## config.mk

```make
export PLATFORM = sky130hd
export DESIGN_NAME = multicycle_ctrl
export DESIGN_NICKNAME = d
export VERILOG_FILES = /design/src/rtl/multicycle_ctrl.sv
export SDC_FILE = /design/constraint.sdc
export NUM_CORES = 1
export LEC_CHECK = 0
export ABC_AREA = 1
export ABC_CLOCK_PERIOD_IN_PS = 1200
export BUFFER_PORTS_ARGS = -buffer_cell sky130_fd_sc_hd__buf_4
export CAP_MARGIN = 30
export CORE_MARGIN = 2
export CORE_UTILIZATION = 39
export DETAILED_ROUTE_END_ITERATION = 6
export GPL_TIMING_DRIVEN = 0
export HOLD_SLACK_MARGIN = 0.02
export PLACE_DENSITY = 0.79
export SYNTH_ARGS = -nofsm -noshare
export SYNTH_HDL_FRONTEND = slang
export SYNTH_SLANG_ARGS = --single-unit
export TNS_END_PERCENT = 100
```

## constraint.sdc

```tcl
create_clock -name clk -period 1.2 [get_ports clk]
set_input_delay 0.18 -clock clk [delete_from_list [all_inputs] [get_ports clk]]
set_output_delay 0.18 -clock clk [all_outputs]
set_load 0.02 [all_outputs]
```

## src/rtl/multicycle_ctrl.sv

```systemverilog
// Multi-cycle control FSM for the rv32i core (FETCH/DECODE/EXEC/MEM/WB over one shared memory port).
// Define PERF_CNT_EN to build the retired-instruction counter behind the instret port.
module multicycle_ctrl #(
  parameter int unsigned MEM_TIMEOUT   = 64,
  parameter int unsigned RESET_PC_HOLD = 1
) (
  input  logic        clk,
  input  logic        rst_n,
  input  logic [31:0] instr,
  input  logic        mem_ready,
  input  logic        branch_taken,
  output logic        mem_req,
  output logic        mem_we,
  output logic        ir_we,
  output logic        pc_we,
  output logic [1:0]  pc_sel,
  output logic        rf_we,
  output logic [2:0]  imm_sel,
  output logic        alu_src_a,
  output logic        alu_src_b,
  output logic [1:0]  wb_sel,
  output logic [2:0]  state_o,
  output logic        retire,
  output logic        fault,
  output logic [1:0]  fault_code,
  output logic [31:0] instret
);

  typedef enum logic [2:0] {
    S_IDLE   = 3'd0,
    S_FETCH  = 3'd1,
    S_DECODE = 3'd2,
    S_EXEC   = 3'd3,
    S_MEM    = 3'd4,
    S_WB     = 3'd5,
    S_FAULT  = 3'd7
  } state_e;

  localparam logic [6:0] OPC_LOAD   = 7'b0000011;
  localparam logic [6:0] OPC_STORE  = 7'b0100011;
  localparam logic [6:0] OPC_OPIMM  = 7'b0010011;
  localparam logic [6:0] OPC_OP     = 7'b0110011;
  localparam logic [6:0] OPC_BRANCH = 7'b1100011;
  localparam logic [6:0] OPC_JAL    = 7'b1101111;
  localparam logic [6:0] OPC_JALR   = 7'b1100111;
  localparam logic [6:0] OPC_LUI    = 7'b0110111;
  localparam logic [6:0] OPC_AUIPC  = 7'b0010111;
  localparam logic [6:0] OPC_FENCE  = 7'b0001111;

  // The stall that would make the count reach MEM_TIMEOUT is the one that faults.
  localparam logic [7:0] TMO_LAST  = 8'(MEM_TIMEOUT - 1);
  localparam logic [3:0] HOLD_LAST = 4'(RESET_PC_HOLD - 1);

  state_e      state_q, state_d;
  logic [3:0]  hold_q, hold_d;
  logic [7:0]  tmo_q, tmo_d;
  logic [1:0]  fault_code_q, fault_code_d;
  logic [6:0]  opc_s;
  logic [2:0]  imm_fmt_s;
  logic        legal_s;
  logic        unused_instr_s;

  assign opc_s          = instr[6:0];
  assign unused_instr_s = ^instr[31:7];

  // Opcode legality and immediate format.
  always_comb begin
    imm_fmt_s = 3'd0;
    legal_s   = 1'b1;
    case (opc_s)
      OPC_LOAD, OPC_OPIMM, OPC_JALR: imm_fmt_s = 3'd1;
      OPC_STORE:                     imm_fmt_s = 3'd2;
      OPC_BRANCH:                    imm_fmt_s = 3'd3;
      OPC_LUI, OPC_AUIPC:            imm_fmt_s = 3'd4;
      OPC_JAL:                       imm_fmt_s = 3'd5;
      OPC_OP, OPC_FENCE:             imm_fmt_s = 3'd0;
      default:                       legal_s   = 1'b0;
    endcase
  end

  // Next state, counters and per-state datapath strobes.
  always_comb begin
    state_d      = state_q;
    hold_d       = 4'd0;
    tmo_d        = 8'd0;
    fault_code_d = fault_code_q;
    mem_req      = 1'b0;
    mem_we       = 1'b0;
    ir_we        = 1'b0;
    pc_we        = 1'b0;
    pc_sel       = 2'd0;
    rf_we        = 1'b0;
    imm_sel      = 3'd0;
    alu_src_a    = 1'b0;
    alu_src_b    = 1'b0;
    wb_sel       = 2'd0;
    retire       = 1'b0;
    case (state_q)
      S_IDLE: begin
        if (hold_q == HOLD_LAST) state_d = S_FETCH;
        else                     hold_d  = hold_q + 4'd1;
      end
      S_FETCH: begin
        mem_req = 1'b1;
        if (mem_ready) begin
          ir_we   = 1'b1;
          state_d = S_DECODE;
        end else if (tmo_q == TMO_LAST) begin
          state_d      = S_FAULT;
          fault_code_d = 2'd2;
        end else begin
          tmo_d = tmo_q + 8'd1;
        end
      end
      S_DECODE: begin
        imm_sel = imm_fmt_s;
        if (legal_s) begin
          state_d = S_EXEC;
        end else begin
          state_d      = S_FAULT;
          fault_code_d = 2'd1;
        end
      end
      S_EXEC: begin
        imm_sel = imm_fmt_s;
        case (opc_s)
          OPC_OP:              state_d = S_WB;
          OPC_LUI:             state_d = S_WB;
          OPC_OPIMM, OPC_JALR: begin alu_src_b = 1'b1; state_d = S_WB; end
          OPC_LOAD, OPC_STORE: begin alu_src_b = 1'b1; state_d = S_MEM; end
          OPC_AUIPC, OPC_JAL: begin
            alu_src_a = 1'b1;
            alu_src_b = 1'b1;
            state_d   = S_WB;
          end
          OPC_BRANCH: begin
            alu_src_a = 1'b1;
            alu_src_b = 1'b1;
            pc_we     = 1'b1;
            pc_sel    = {1'b0, branch_taken};
            retire    = 1'b1;
            state_d   = S_FETCH;
          end
          OPC_FENCE: begin
            pc_we   = 1'b1;
            retire  = 1'b1;
            state_d = S_FETCH;
          end
          default: begin
            state_d      = S_FAULT;
            fault_code_d = 2'd1;
          end
        endcase
      end
      S_MEM: begin
        imm_sel = imm_fmt_s;
        mem_req = 1'b1;
        mem_we  = (opc_s == OPC_STORE);
        if (mem_ready) begin
          if (opc_s == OPC_STORE) begin
            pc_we   = 1'b1;
            retire  = 1'b1;
            state_d = S_FETCH;
          end else begin
            state_d = S_WB;
          end
        end else if (tmo_q == TMO_LAST) begin
          state_d      = S_FAULT;
          fault_code_d = 2'd2;
        end else begin
          tmo_d = tmo_q + 8'd1;
        end
      end
      S_WB: begin
        imm_sel = imm_fmt_s;
        rf_we   = 1'b1;
        pc_we   = 1'b1;
        retire  = 1'b1;
        state_d = S_FETCH;
        case (opc_s)
          OPC_LOAD: wb_sel = 2'd1;
          OPC_JAL:  begin wb_sel = 2'd2; pc_sel = 2'd1; end
          OPC_JALR: begin wb_sel = 2'd2; pc_sel = 2'd2; end
          OPC_LUI:  wb_sel = 2'd3;
          default:  wb_sel = 2'd0;
        endcase
      end
      S_FAULT: state_d = S_FAULT;
      default: state_d = S_IDLE;
    endcase
  end

  // Controller state; FAULT is left only through rst_n.
  always_ff @(posedge clk or negedge rst_n) begin
    if (!rst_n) begin
      state_q      <= S_IDLE;
      hold_q       <= 4'd0;
      tmo_q        <= 8'd0;
      fault_code_q <= 2'd0;
    end else begin
      state_q      <= state_d;
      hold_q       <= hold_d;
      tmo_q        <= tmo_d;
      fault_code_q <= fault_code_d;
    end
  end

  assign state_o    = state_q;
  assign fault      = (state_q == S_FAULT);
  assign fault_code = fault_code_q;

`ifdef PERF_CNT_EN
  logic [31:0] instret_q, instret_d;

  always_comb begin
    if (retire) instret_d = instret_q + 32'd1;
    else        instret_d = instret_q;
  end

  // Retired-instruction count, wrapping at 32 bits.
  always_ff @(posedge clk or negedge rst_n) begin
    if (!rst_n) instret_q <= 32'd0;
    else        instret_q <= instret_d;
  end

  assign instret = instret_q;
`else
  assign instret = 32'd0;
`endif

endmodule

```

==> results by stage, run 1 <==
Clocking:
- Clock tree synthesis inserted a total of 3 buffers.
- The clock edge transition at the registers on the reported setup and hold paths is 0.07 ns.
- Clock latency on the worst-skew pair, taken at its later pin, is ~0.25 ns.
- In this run the number of H-tree levels came out at 1.
- The tree built by TritonCTS fans out to 17 sinks.
- The number of buffers on the longest clock path is 2.
- The tree is rooted in a clkbuf_8.
- The TritonCTS clock tree is built.

Layout:
- Counting the fill cells in the layout gives around 250.
- The antenna cell count is 0.
- Cells with a size suffix above 1 make up 54.7% of the layout.
- The final layout contains 350 nets.
- The final core utilization is between 70% and 80%.
- Compared with the post-synthesis result, the final layout area differs by 75.2%.

Timing:
- For the final routed database, the setup TNS stands at -11.09 ns.
- The number of max-slew violations in the final report is 0.
- The minimum period implied by the final worst setup slack is between 1.5 and 2 ns.
- The fmax is 0.565 GHz.
- Of the available clock period, the critical path in the final layout requires 148%.
- Setup violations remaining at the end of the flow were counted as 32.
- Setup repair after global routing could not meet its margin everywhere.
- The smallest setup slack after layout is -0.571 ns.
- The largest clock skew in the final design is around 0.0013 ns.
- The hold violation count in the final report is 0.

Yosys:
- The share of Yosys cell area claimed by the top area cell type is between 20 and 30%.
- Synthesis handed over a netlist of ~220 instances.
- During synthesis, Yosys emitted a total of 0 warnings.
- After synthesis, the cell types taking the most area are dfrtp_1, buf_4, nor2_1, nand2_1, inv_1.
- Counting distinct cell types in the post-synthesis netlist gives 28.
- The post-synthesis sequential area ratio is 28.5%.
- After synthesis, the mean cell area works out to approximately 6.9 um2.
- dfrtp_1 takes more of the synthesized area than any other cell.
- The synthesized design contains 17 register bits.
- The total standard cell area after synthesis is 1490 um2.

Global route:
- Global routing consumed, over all layers together, 18.3% of the routing resources.
- For this run the aggregate overflow at the end of global routing stands at 0.
- The via count of the first global-routing pass is around 1400.
- The maximum number of pins on one net before global-route repair is 18.
- The number of antenna violations at the first check in global routing came to 0.
- The first global-routing pass estimated 6330 um of wire.

Floorplanning:
- The starting density of the core is between 40% and 50%.
- The horizontal die dimension is roughly 66 um.
- The count of standard-cell rows is 22.
- For this design the top-level I/O count stands at 89.
- The die footprint is 4330 um2.
- Measured along the y axis, the die boundary spans between 60 and 70 um.
- The placeable core area is roughly 3700 um2.

Power:
- The switching power summed over all nets is 2.08 mW.
- Dividing total power by cell area gives a power density of about 1700 nW/um2.
- The leakage power is between 1 and 1.5 nW.
- The clock network power share is about a tenth.
- The fraction of power spent switching nets is 46.0%.
- Per report_power, the sequential group accounts for 17.8% of the total.
- The peak supply drop is between 1 and 1.5 mV.
- The share of total power dissipated in combinational logic is roughly 73%.
- Internal power comes to ~2.4 mW.

Place:
- The half-perimeter wire length after detailed placement is around 2500 um.
- The last weighted congestion value of the routability-driven placer is approximately 0.84.
- The count of buffers added on input and output ports is 31.

Worst setup path:
- In this run the worst path has a maximum fanout of 5.
- The endpoint identified for the worst register-to-register timing path is tmo_q[3]$_DFF_PN0_.
- The worst setup path is launched from a flop.
- The most critical setup path has its endpoint at wb_sel[1].
- For flop-to-flop paths, the worst setup slack is -0.38 ns.
- The endpoint kind of the worst setup timing path is a primary output.
- Tracing the worst setup path back leads to its startpoint at state_o[1]$_DFFE_PN0P_.
- Counting cells, the worst reg-to-reg path comes to 9.
- The launch instance of the worst register-to-register path is state_o[1]$_DFFE_PN0P_.
- The endpoint required time on the critical path is just over 1 ns.
- The worst setup path category is reg2out.
- STA puts the critical path data arrival time at approximately 1.6 ns.

Worst hold path:
- The path class of the tightest hold or removal check is in2async.

Routing:
- The number of vias per cell after detailed routing is about 4.7.
- After the first detailed-routing iteration, the DRC count stood at between 60 and 70.
- The first TritonRoute pass finished after 4 iterations.
- For this run, design rule violations remaining after detail routing come to 0.
- The average detailed-routed wire length per instance is ~14 um.
- The detail route stage leaves a number of antenna-violating nets equal to 0.
- The final wirelength is 4930 um.
- The via count of the routed design is between 1500 and 2000.

Status:
- The flow ran to the end, but the final reports show violations.
- The checks that failed: negative setup slack.

Job:
- The count of maximum capacitance violations is 0.
## per-layer routing
layer / part of all wire (%) / track usage, %
met5: 0 / 0
met4: 2.9 / 4.69
met3: 7.7 / 2.56
met2: 49 / 31.9
met1: 40 / 23.5
## stage by stage
stage                     cell area [um2]  total power, mW  worst slack [ns]  cells  hold slack, ns
after global routing                 2610             4.68            -0.605    357           0.354
after CTS                            2310             3.50            -0.448    346           0.331
after global placement               1970             2.29            -0.426    325          0.0540
after detailed placement             1970             2.31            -0.423    325          0.0556
final                                2610             4.51            -0.571    357           0.336
after floorplan                      1680             1.89            -0.240    246          -0.116
## power groups by stage
stage	registers (mW)	logic [mW]	clock network [mW]
finish	0.805	3.28	0.431
floorplan	0.829	1.07	0
detailed placement	0.791	1.52	0
global placement	0.790	1.50	0
global route	0.816	3.40	0.465
CTS	0.791	2.27	0.436
## sequential cells by signal, indices dropped and copies added (netlist names)
signal,cells
hold_q,4
fault_code,2
state_o,3
tmo_q,8
## synthesized netlist by cell type
cell / number
nor2_1: 35
buf_4: 33
nand2_1: 29
inv_1: 27
dfrtp_1: 17
nand3_1: 16
inv_2: 6
nand2_2: 6
nor2_2: 6
o21ai_0: 6
a21oi_1: 5
ha_1: 4
nand4_1: 4
nand2_4: 3
xor2_1: 3
nor3_1: 2
xnor2_1: 2
a31oi_1: 1
and3_1: 1
conb_1: 1
inv_4: 1
nand3_2: 1
nand3b_1: 1
nor3_2: 1
nor3b_2: 1
nor4_1: 1
o21ai_1: 1
o21bai_1: 1
## cells in the final DEF, fill, tap and decap left out, types with 2 or more instances in the layout
cell type  netlist  final
nor2_4           0     10
ha_4             0      2
nor2_2           6      9
clkbuf_8         0      3
o21ai_2          0      6
buf_4           33     58
nand2_1         29     22
buf_6            0     31
nand2_4          3      5
nand3_1         16     13
inv_2            6      8
nand3_2          1      2
xor2_1           3      3
conb_1           1     32
nand4_1          4      4
inv_1           27     20
inv_4            1      5
nand2_2          6      9
a21oi_1          5      2
ha_1             4      2
nand3_4          0      2
a21oi_2          0      2
xnor2_1          2      2
nor2_1          35     22
dfrtp_2          0      3
dfrtp_1         17     14
nand2_8          0      2
## how the worst min path moves through the flow
stage,startpoint,end,slack [ns],depth (start not counted)
after global routing,rst_n,tmo_q[2]$_DFF_PN0_,0.35,2
after floorplan,rst_n,fault_code[0]$_DFFE_PN0P_,-0.12,0
after detailed placement,rst_n,tmo_q[2]$_DFF_PN0_,0.06,1
after global placement,rst_n,tmo_q[2]$_DFF_PN0_,0.05,1
after CTS,rst_n,tmo_q[2]$_DFF_PN0_,0.33,2
final,rst_n,tmo_q[2]$_DFF_PN0_,0.34,2
## cell families (layout without fill, tap and decap cells)
kind of cell | Yosys count | count (layout) | synth area share (%)
AOI/OAI and AO/OA | 14 | 14 | 4.95
and+or+nand+nor | 107 | 107 | 34.6
xor gates and xnor gates | 5 | 5 | 2.94
adders and majority gates | 4 | 4 | 3.36
DFF | 17 | 17 | 28.5
other | 1 | 32 | 0.251
buffers and inverters | 67 | 130 | 25.3
## repair_timing
item,in CTS,in global routing
gates resized for setup,47,52
hold buffers,1,0
pin swaps,14,18
endpoints found under the setup margin,28,32
buffers inserted,16,12
endpoints found under the hold margin,17,0
## critical path: stages, from the launching register on
cell and delay (ns):
dfrtp_2 0.47, buf_6 0.15, nor2_4 0.16, nand2_4 0.09, buf_8 0.15, inv_4 0.05
o21ai_2 0.04, inv_1 0.10, buf_6 0.13
## cell type report
type | count | area (um2) | area share (%)
Multi-Input combinational cell | 162 | 1100 | 42.2
Buffer | 33 | 251 | 9.63
Clock inverter | 1 | 5.00 | 0.192
Tap cell | 48 | 60.1 | 2.30
Timing Repair Buffer | 59 | 578 | 22.1
Inverter | 34 | 145 | 5.56
Clock buffer | 3 | 41.3 | 1.58
Sequential cell | 17 | 429 | 16.4
(Power assumes the default switching activity.)
==> run 2, diff against run 1 <==
--- a/config.mk
+++ b/config.mk
@@ -5,7 +5,7 @@
 export SDC_FILE = /design/constraint.sdc
 export NUM_CORES = 1
 export LEC_CHECK = 0
-export ABC_AREA = 1
+export ABC_AREA = 0
 export ABC_CLOCK_PERIOD_IN_PS = 1200
 export BUFFER_PORTS_ARGS = -buffer_cell sky130_fd_sc_hd__buf_4
 export CAP_MARGIN = 30
==> results by stage, run 2 <==
Floorplanning:
- The starting density of the core is about 40%.
- The floorplan step defined a die boundary enclosing between 4000 and 5000 um2.
- During I/O placement, the number of pins put on the boundary was about 90.
- The total area inside the core boundary comes to about 3700 um2.
- Measured along the y axis, the die boundary spans 65.5 um.
- Row generation in the floorplan step produced 22 rows.
- In this run the horizontal extent of the chip is approximately 66 um.

Yosys:
- The synthesized area per cell is slightly above 8 um2.
- The total standard cell area after synthesis is roughly 1500 um2.
- In this run, distinct cell masters in the synthesized netlist total 44.
- In the synthesized netlist, the cells that appear most often are buf_4, nor2_1, dfrtp_1, nand2_1, nor3_1.
- Yosys instantiated no cell more often than buf_4.
- After synthesis, the cell types taking the most area are dfrtp_1, buf_4, nor2_1, ha_1, nor3_1.
- The flip-flop and latch count after synthesis is 17.
- The number of enable-type register cells in the synthesized netlist is 0.
- The largest area contributor in the synthesized netlist is dfrtp_1.
- The top flip-flop cell by instance count after synthesis is dfrtp_1.
- Sequential cells were found to cover between 20% and 30% of the synthesized design area.
- The instance count of the mapped netlist is 181.
- Yosys printed 0 warnings.
- The share of Yosys cell area claimed by the top area cell type is about 29%.
- The async set-or-reset flop fraction in the synthesized netlist is between 90% and 100%.

Layout:
- The number of flip-flops under the largest register name is 8.
- The total of fill cells in the finished design is between 200 and 300.
- Summing all flip-flop and latch instances after layout gives roughly 430 um2.
- The most common library cell in the layout ignoring fill and taps is buf_4.
- The top register by number of flip-flops is tmo_q.
- Leaving out fill and tap cells, the most frequent cells in the layout are buf_4, conb_1, buf_6, dfrtp_1, nor2_1.
- The antenna cell count is 0.
- At the end of the flow, the number of nets in the layout was roughly 310.
- The signed area change from the synthesized netlist to the final layout is 72.1%.
- The layout cell share with drive strength beyond 1 is about half.
- The design area is about 2500 um2.
- Summing all multi-input logic gate instances after layout gives roughly 1200 um2.

Routing:
- The number of vias per cell after detailed routing is 4.87.
- The post-detailed-route DRC marker count is 0.
- The number of iterations in the first detailed-routing pass is 4.
- The number of DRC markers in iteration 0 is between 100 and 150.
- For this block, the via count after detailed routing is approximately 1600.
- The final wirelength is roughly 4400 um.
- In this run the remaining antenna-violating nets after routing total 0.
- Dividing the detail-routed wire length by the instance count gives 13.9 um.

Global route:
- The total global routing overflow is 0.
- The number of antenna violations at the first check in global routing is 0.
- The via count of the first global-routing pass is between 1000 and 1500.
- The first global-routing pass estimated roughly 6000 um of wire.
- The total global-route track usage is between 10% and 20%.
- The maximum number of pins on one net before global-route repair is 18.

Timing:
- Setup repair after global routing could not meet its margin everywhere.
- Subtracting the final worst setup slack from the clock period gives ~1.9 ns.
- The final-layout setup total negative slack is -15.02 ns.
- The hold violation count in the final report is 0.
- Timing would allow up to roughly 0.53 GHz.
- The ratio of final minimum period to clock period is 158%.
- The number of max-slew violations in the final report came to 0.
- Setup violations remaining at the end of the flow were counted as 35.
- The clock arrives with approximately 0.014 ns of skew.
- The smallest setup slack after layout is -0.697 ns.

Worst setup path:
- In this run the critical register-to-register path is captured at state_o[2]$_DFFE_PN0P_.
- The endpoint of the most critical setup path is pc_sel[0].
- The cell count of the worst reg-to-reg path is 4.
- The most critical setup path has its startpoint at state_o[0]$_DFFE_PN0P_.
- Among cell families on the critical path, the largest total delay comes from simple AND/OR/NAND/NOR gates.
- The cell with the most instances on the worst path is buf_6.
- The worst setup path is launched from a flop.
- Together, buffers and inverters on the worst path number 2.
- The critical path goes through buf_6 > nand3_4 > or4b_4 > a21oi_4 > buf_6.
- The worst reg-to-reg setup slack is -0.52 ns.
- The critical path's largest stage delay is between 0.5 and 0.6 ns.
- STA classifies the critical path endpoint as a primary output.
- The number of logic stages on the critical path including buffering is 5.
- The critical-path cell with the highest stage delay is or4b_4.
- The startpoint identified for the worst register-to-register timing path is tmo_q[6]$_DFF_PN0_.
- The data arrival at the endpoint of the critical path is roughly 1.7 ns.
- In this run the worst path has a maximum fanout of 10.
- At the worst endpoint, the required time is between 1 and 1.5 ns.
- The worst setup path category is reg2out.

Clocking:
- The clock sink count is 17.
- The maximum level of the CTS H-tree is 1.
- TritonCTS created 3 clock buffers.
- After clock tree synthesis, the clock-pin slew on the worst setup and hold paths is roughly 0.070 ns.
- The clock root buffer is clkbuf_8.
- The clock reaches the later pin of the worst-skew pair after 0.26 ns.
- TritonCTS built the clock tree.
- Counting along the longest clock path gives a buffer depth of 2.

Job:
- The count of maximum capacitance violations is 0.

Worst hold path:
- The path class of the lowest-slack min-delay path is in2async.

Place:
- The wire-length estimate of the detail-placed layout is 2470 um.
- Buffers placed on the I/O ports in this run total 31.
- The standard cell area after detailed placement is between 2000 and 2500 um2.
- Routability-driven placement finished with a final weighted congestion of roughly 0.89.

Status:
- The run finished, with violations left.
- The checks that failed: negative setup slack.

Power:
- The analysis attributes to cell leakage a power of between 1 and 1.5 nW.
- In this run the power density over the cells is 1560 nW/um2.
- Across the VDD grid, the largest voltage drop is just under 0.6 mV.
run 2: where the power goes:
group / total, mW / leakage (nW) / switching [mW] / internal, mW
logic: 2.77 / 0.979 / 1.35 / 1.42
registers: 0.744 / 0.220 / 0.0950 / 0.649
clock network: 0.446 / 0.0228 / 0.210 / 0.237
run 2: how the worst min path moves through the flow:
stage	startpoint	slack, ns	end	depth (start not counted)
floorplan	rst_n	-0.12	fault_code[0]$_DFFE_PN0P_	0
global placement	rst_n	0.05	tmo_q[3]$_DFF_PN0_	1
detailed placement	rst_n	0.05	tmo_q[3]$_DFF_PN0_	1
CTS	mem_ready	0.32	state_o[2]$_DFFE_PN0P_	3
global route	mem_ready	0.32	state_o[1]$_DFFE_PN0P_	3
finish	rst_n	0.31	hold_q[2]$_DFF_PN0_	2
run 2: kinds of logic after synthesis:
logic type,count (synthesis),share of synthesized area (%)
and+or+nand+nor,78,29.7
muxes,1,0.679
adders and majority gates,4,3.39
AOI/OAI and AO/OA,26,12.1
xor gates and xnor gates,8,4.75
other,1,0.254
DFF,17,28.8
buffers and inverters,46,20.3
run 2: layer usage:
layer | routed length (um) | up-vias | global-route usage (%)
met4 | 116 | 0 | 3.13
li1 | - | 744 | -
met5 | 0 | - | 0
met2 | 2360 | 63 | 31.1
met1 | 1740 | 733 | 23.5
met3 | 210 | 12 | 2.74
run 2: cell type report:
type                    instances  area share, %
flip-flops and latches         17           16.9
plain buffers                  39           11.2
repair buffers                 56           20.9
well taps                      48           2.37
inverters                       6          0.986
multi-input cells             149           45.8
clock buffers                   4           1.77
run 2: through the flow:
| stage | util (%) | power [mW] | cells | hold WS, ns | setup WS [ns] |
|---|---|---|---|---|---|
| 3_3_place_gp | 55.5 | 2.26 | 291 | 0.0525 | -0.566 |
| 4_1_cts | 65.1 | 3.37 | 314 | 0.323 | -0.656 |
| 5_1_grt | 69.3 | 4.14 | 319 | 0.323 | -0.743 |
| 2_1_floorplan | - | 1.86 | 212 | -0.116 | -0.447 |
| 3_5_place_dp | 55.5 | 2.29 | 291 | 0.0509 | -0.566 |
| 6_report | 69.3 | 3.96 | 319 | 0.312 | -0.697 |
run 2: what timing repair did:
| action | 4_1_cts | 5_1_grt |
|---|---|---|
| endpoints found under the setup margin | 31 | 34 |
| resized for setup | 41 | 30 |
| endpoints found under the hold margin | 17 | 0 |
| hold buffers | 1 | 0 |
| pin swaps | 13 | 15 |
| setup buffers | 18 | 7 |
==> run 3, diff against run 2 <==
--- a/config.mk
+++ b/config.mk
@@ -15,6 +15,7 @@
 export GPL_TIMING_DRIVEN = 0
 export HOLD_SLACK_MARGIN = 0.02
 export PLACE_DENSITY = 0.79
+export SETUP_SLACK_MARGIN = 0.3
 export SYNTH_ARGS = -nofsm -noshare
 export SYNTH_HDL_FRONTEND = slang
 export SYNTH_SLANG_ARGS = --single-unit
==> results by stage, run 3 (synthesis results as in run 2) <==
Worst setup path:
- The setup path with the least slack is of type reg2out.
- In this design, the stage delay of the slowest critical-path cell is around 0.51 ns.
- The number of buffers and inverters on the critical path is 1.
- The top cell family by delay on the critical path is simple AND/OR/NAND/NOR gates.
- For the worst setup path, the data arrival time is about 1.7 ns.
- The endpoint required time on the critical path is slightly above 1 ns.
- The maximum fanout along the worst path is 4.
- The endpoint kind of the worst setup timing path is a primary output.
- The worst setup path is launched from a flop.
- The signal on the critical path passes through nor2b_4 > nand3_4 > or4b_4 > a21oi_4 > buf_6.
- For this design, the slowest cell found on the critical path is or4b_4.

Timing:
- For the final database, setup skew stands at between 0.002 and 0.0025 ns.
- The hold violation count in the final report is 0.
- The worst path uses 156% of the clock period.
- The number of max-slew violations in the final report is 0.
- The fmax is about 0.53 GHz.
- Summed over all failing endpoints, the final setup total negative slack is -14.26 ns.
- Setup repair after global routing could not meet its margin everywhere.
- Across all setup checks in the final design, the least slack found is -0.676 ns.
- Setup violations remaining at the end of the flow were counted as 34.
- Counting I/O delays and the setup requirement, the final critical path takes roughly 1.9 ns.

Layout:
- After routing the design area is between 2000 and 3000 um2.
- The antenna cell count is 0.
- The layout cell share with drive strength beyond 1 is between 50% and 60%.
- The top cell types in the final layout, fill and taps aside, are buf_4, conb_1, buf_6, nor2_1, dfrtp_1.
- Cells fill about 70% of the core in the end.
- Ranked by flip-flop count, first place goes to tmo_q.
- From synthesis to final layout, the design area changed by 74.3%.
- The most common library cell in the layout ignoring fill and taps is buf_4.
- The number of flip-flops under the largest register name is 8.
- After the last flow step, the layout net total stands at around 310.

Status:
- The checks that failed: negative setup slack.
- The run finished, with violations left.

Routing:
- Dividing the detail-routed wire length by the instance count gives between 10 and 15 um.
- The final layout contains routed wiring with a total length of ~4200 um.
- The detail route stage leaves a number of antenna-violating nets equal to 0.
- For this run, design rule violations remaining after detail routing come to 0.
- In the routed layout, each cell is associated on average with a via count of 4.73.
- The via count of the routed design is between 1500 and 2000.
- The number of DRC markers in iteration 0 is slightly above 100.
- For this run, the detailed router's first-pass iteration total came to 4.

Power:
- The peak supply drop is between 0.7 and 0.8 mV.
- The leakage power is ~1.2 nW.
- For this design the total switching power over the nets is between 1.5 and 2 mW.
- Registers are responsible for a little under a fifth of the overall power.
- Combinational cells account for 70.3% of the total power.
- The power density over the cells is roughly 1500 nW/um2.
- In this run switching power makes up around 40% of total power.
- The clock network power share is ~11%.
- The internal portion of the total power is roughly 2.3 mW.

Floorplanning:
- The die footprint is around 4300 um2.
- The number of top-level pins is 89.
- The starting density of the core is just over 40%.
- The horizontal die dimension is ~66 um.
- The placeable core area is ~3700 um2.
- The floorplan has 22 rows.
- From bottom edge to top edge, the die measures around 66 um.

Global route:
- The total global-route track usage is a little under a fifth.
- The global-route wire length before repair is 6030 um.
- Global routing finished with a remaining overflow of 0.
- The via count of the first global-routing pass is ~1300.
- Entering global routing, the biggest net connects 18 pins.
- The number of antenna violations at the first check in global routing is 0.

Clocking:
- The clock edge transition at the registers on the reported setup and hold paths is around 0.070 ns.
- Clock tree synthesis inserted a total of 3 buffers.
- TritonCTS built the clock tree.
- The clock root buffer is clkbuf_8.
- The number of buffers on the longest clock path is 2.
- Clock latency on the worst-skew pair, taken at its later pin, is around 0.25 ns.
- The maximum level of the CTS H-tree is 1.
- The clock net in this run drives a total of 17 sinks.

Place:
- Port buffering added 31 buffers.
- Detailed placement finished with a half-perimeter wire length of roughly 2500 um.
- Routability-driven placement finished with a final weighted congestion of about 0.79.
- The worst slack at placement is -0.547 ns.
- The standard cell area after detailed placement is 2040 um2.

Worst hold path:
- The path class of the lowest-slack min-delay path is in2reg.

Job:
- Across the run, the number of max-cap violations was 0.
run 3: power groups by stage:
stage / combinational, mW / sequential [mW] / clock (mW)
after floorplan: 1.02 / 0.811 / 0
after global placement: 1.46 / 0.771 / 0
after detailed placement: 1.48 / 0.773 / 0
after CTS: 2.23 / 0.732 / 0.446
after global routing: 2.89 / 0.739 / 0.477
final: 2.75 / 0.731 / 0.433
run 3: path summary, 6_finish.rpt:
kind	cells after the start	slack, ns	to	startpoint
min	3	0.31	tmo_q[1]$_DFF_PN0_	mem_ready
max in group asynchronous	2	0.62	state_o[1]$_DFFE_PN0P_	rst_n
min reg2reg	1	0.48	hold_q[0]$_DFF_PN0_	hold_q[0]$_DFF_PN0_
min in group asynchronous	2	0.37	state_o[0]$_DFFE_PN0P_	rst_n
max	5	-0.68	pc_sel[0]	state_o[2]$_DFFE_PN0P_
max reg2reg	6	-0.53	tmo_q[5]$_DFF_PN0_	state_o[2]$_DFFE_PN0P_
run 3: what timing repair did:
action | CTS | global route
gates cloned | 1 | 0
setup endpoints to repair | 38 | 38
buffers inserted | 11 | 12
hold buffers | 1 | 0
resized for setup | 37 | 29
hold endpoints to repair | 17 | 0
pin swaps | 10 | 8
run 3: metal layers:
| metal | up-vias | share of wire (%) | wire, um | GRT usage, % |
|---|---|---|---|---|
| met4 | 0 | 1.5 | 62 | 6.25 |
| met3 | 7 | 5.0 | 209 | 3.08 |
| li1 | 750 | - | - | - |
| met1 | 705 | 41 | 1730 | 23.8 |
| met5 | - | 0 | 0 | 0 |
| met2 | 53 | 52 | 2170 | 30.6 |
run 3: worst reg2reg max path, stage by stage, from the launching register on:
cell      delay, ns
dfrtp_2        0.44
buf_4          0.15
buf_6          0.14
nand2b_2       0.26
a211o_4        0.39
nand2b_4       0.17
nor2_1         0.12
run 3: final cells by class:
| type | instances | area, um2 |
|---|---|---|
| Buffer | 40 | 302 |
| Clock buffer | 4 | 45.0 |
| Fill cell | 279 | 1090 |
| Inverter | 6 | 25.0 |
| Multi-Input combinational cell | 149 | 1160 |
| Sequential cell | 17 | 429 |
| Tap cell | 48 | 60.1 |
| Timing Repair Buffer | 56 | 553 |
run 3: metrics by stage:
step	power, mW	instances	hold slack [ns]
2_1_floorplan	1.83	212	-0.116
3_3_place_gp	2.24	291	0.0543
3_5_place_dp	2.25	291	0.0588
4_1_cts	3.40	308	0.272
5_1_grt	4.11	320	0.313
6_report	3.92	320	0.308
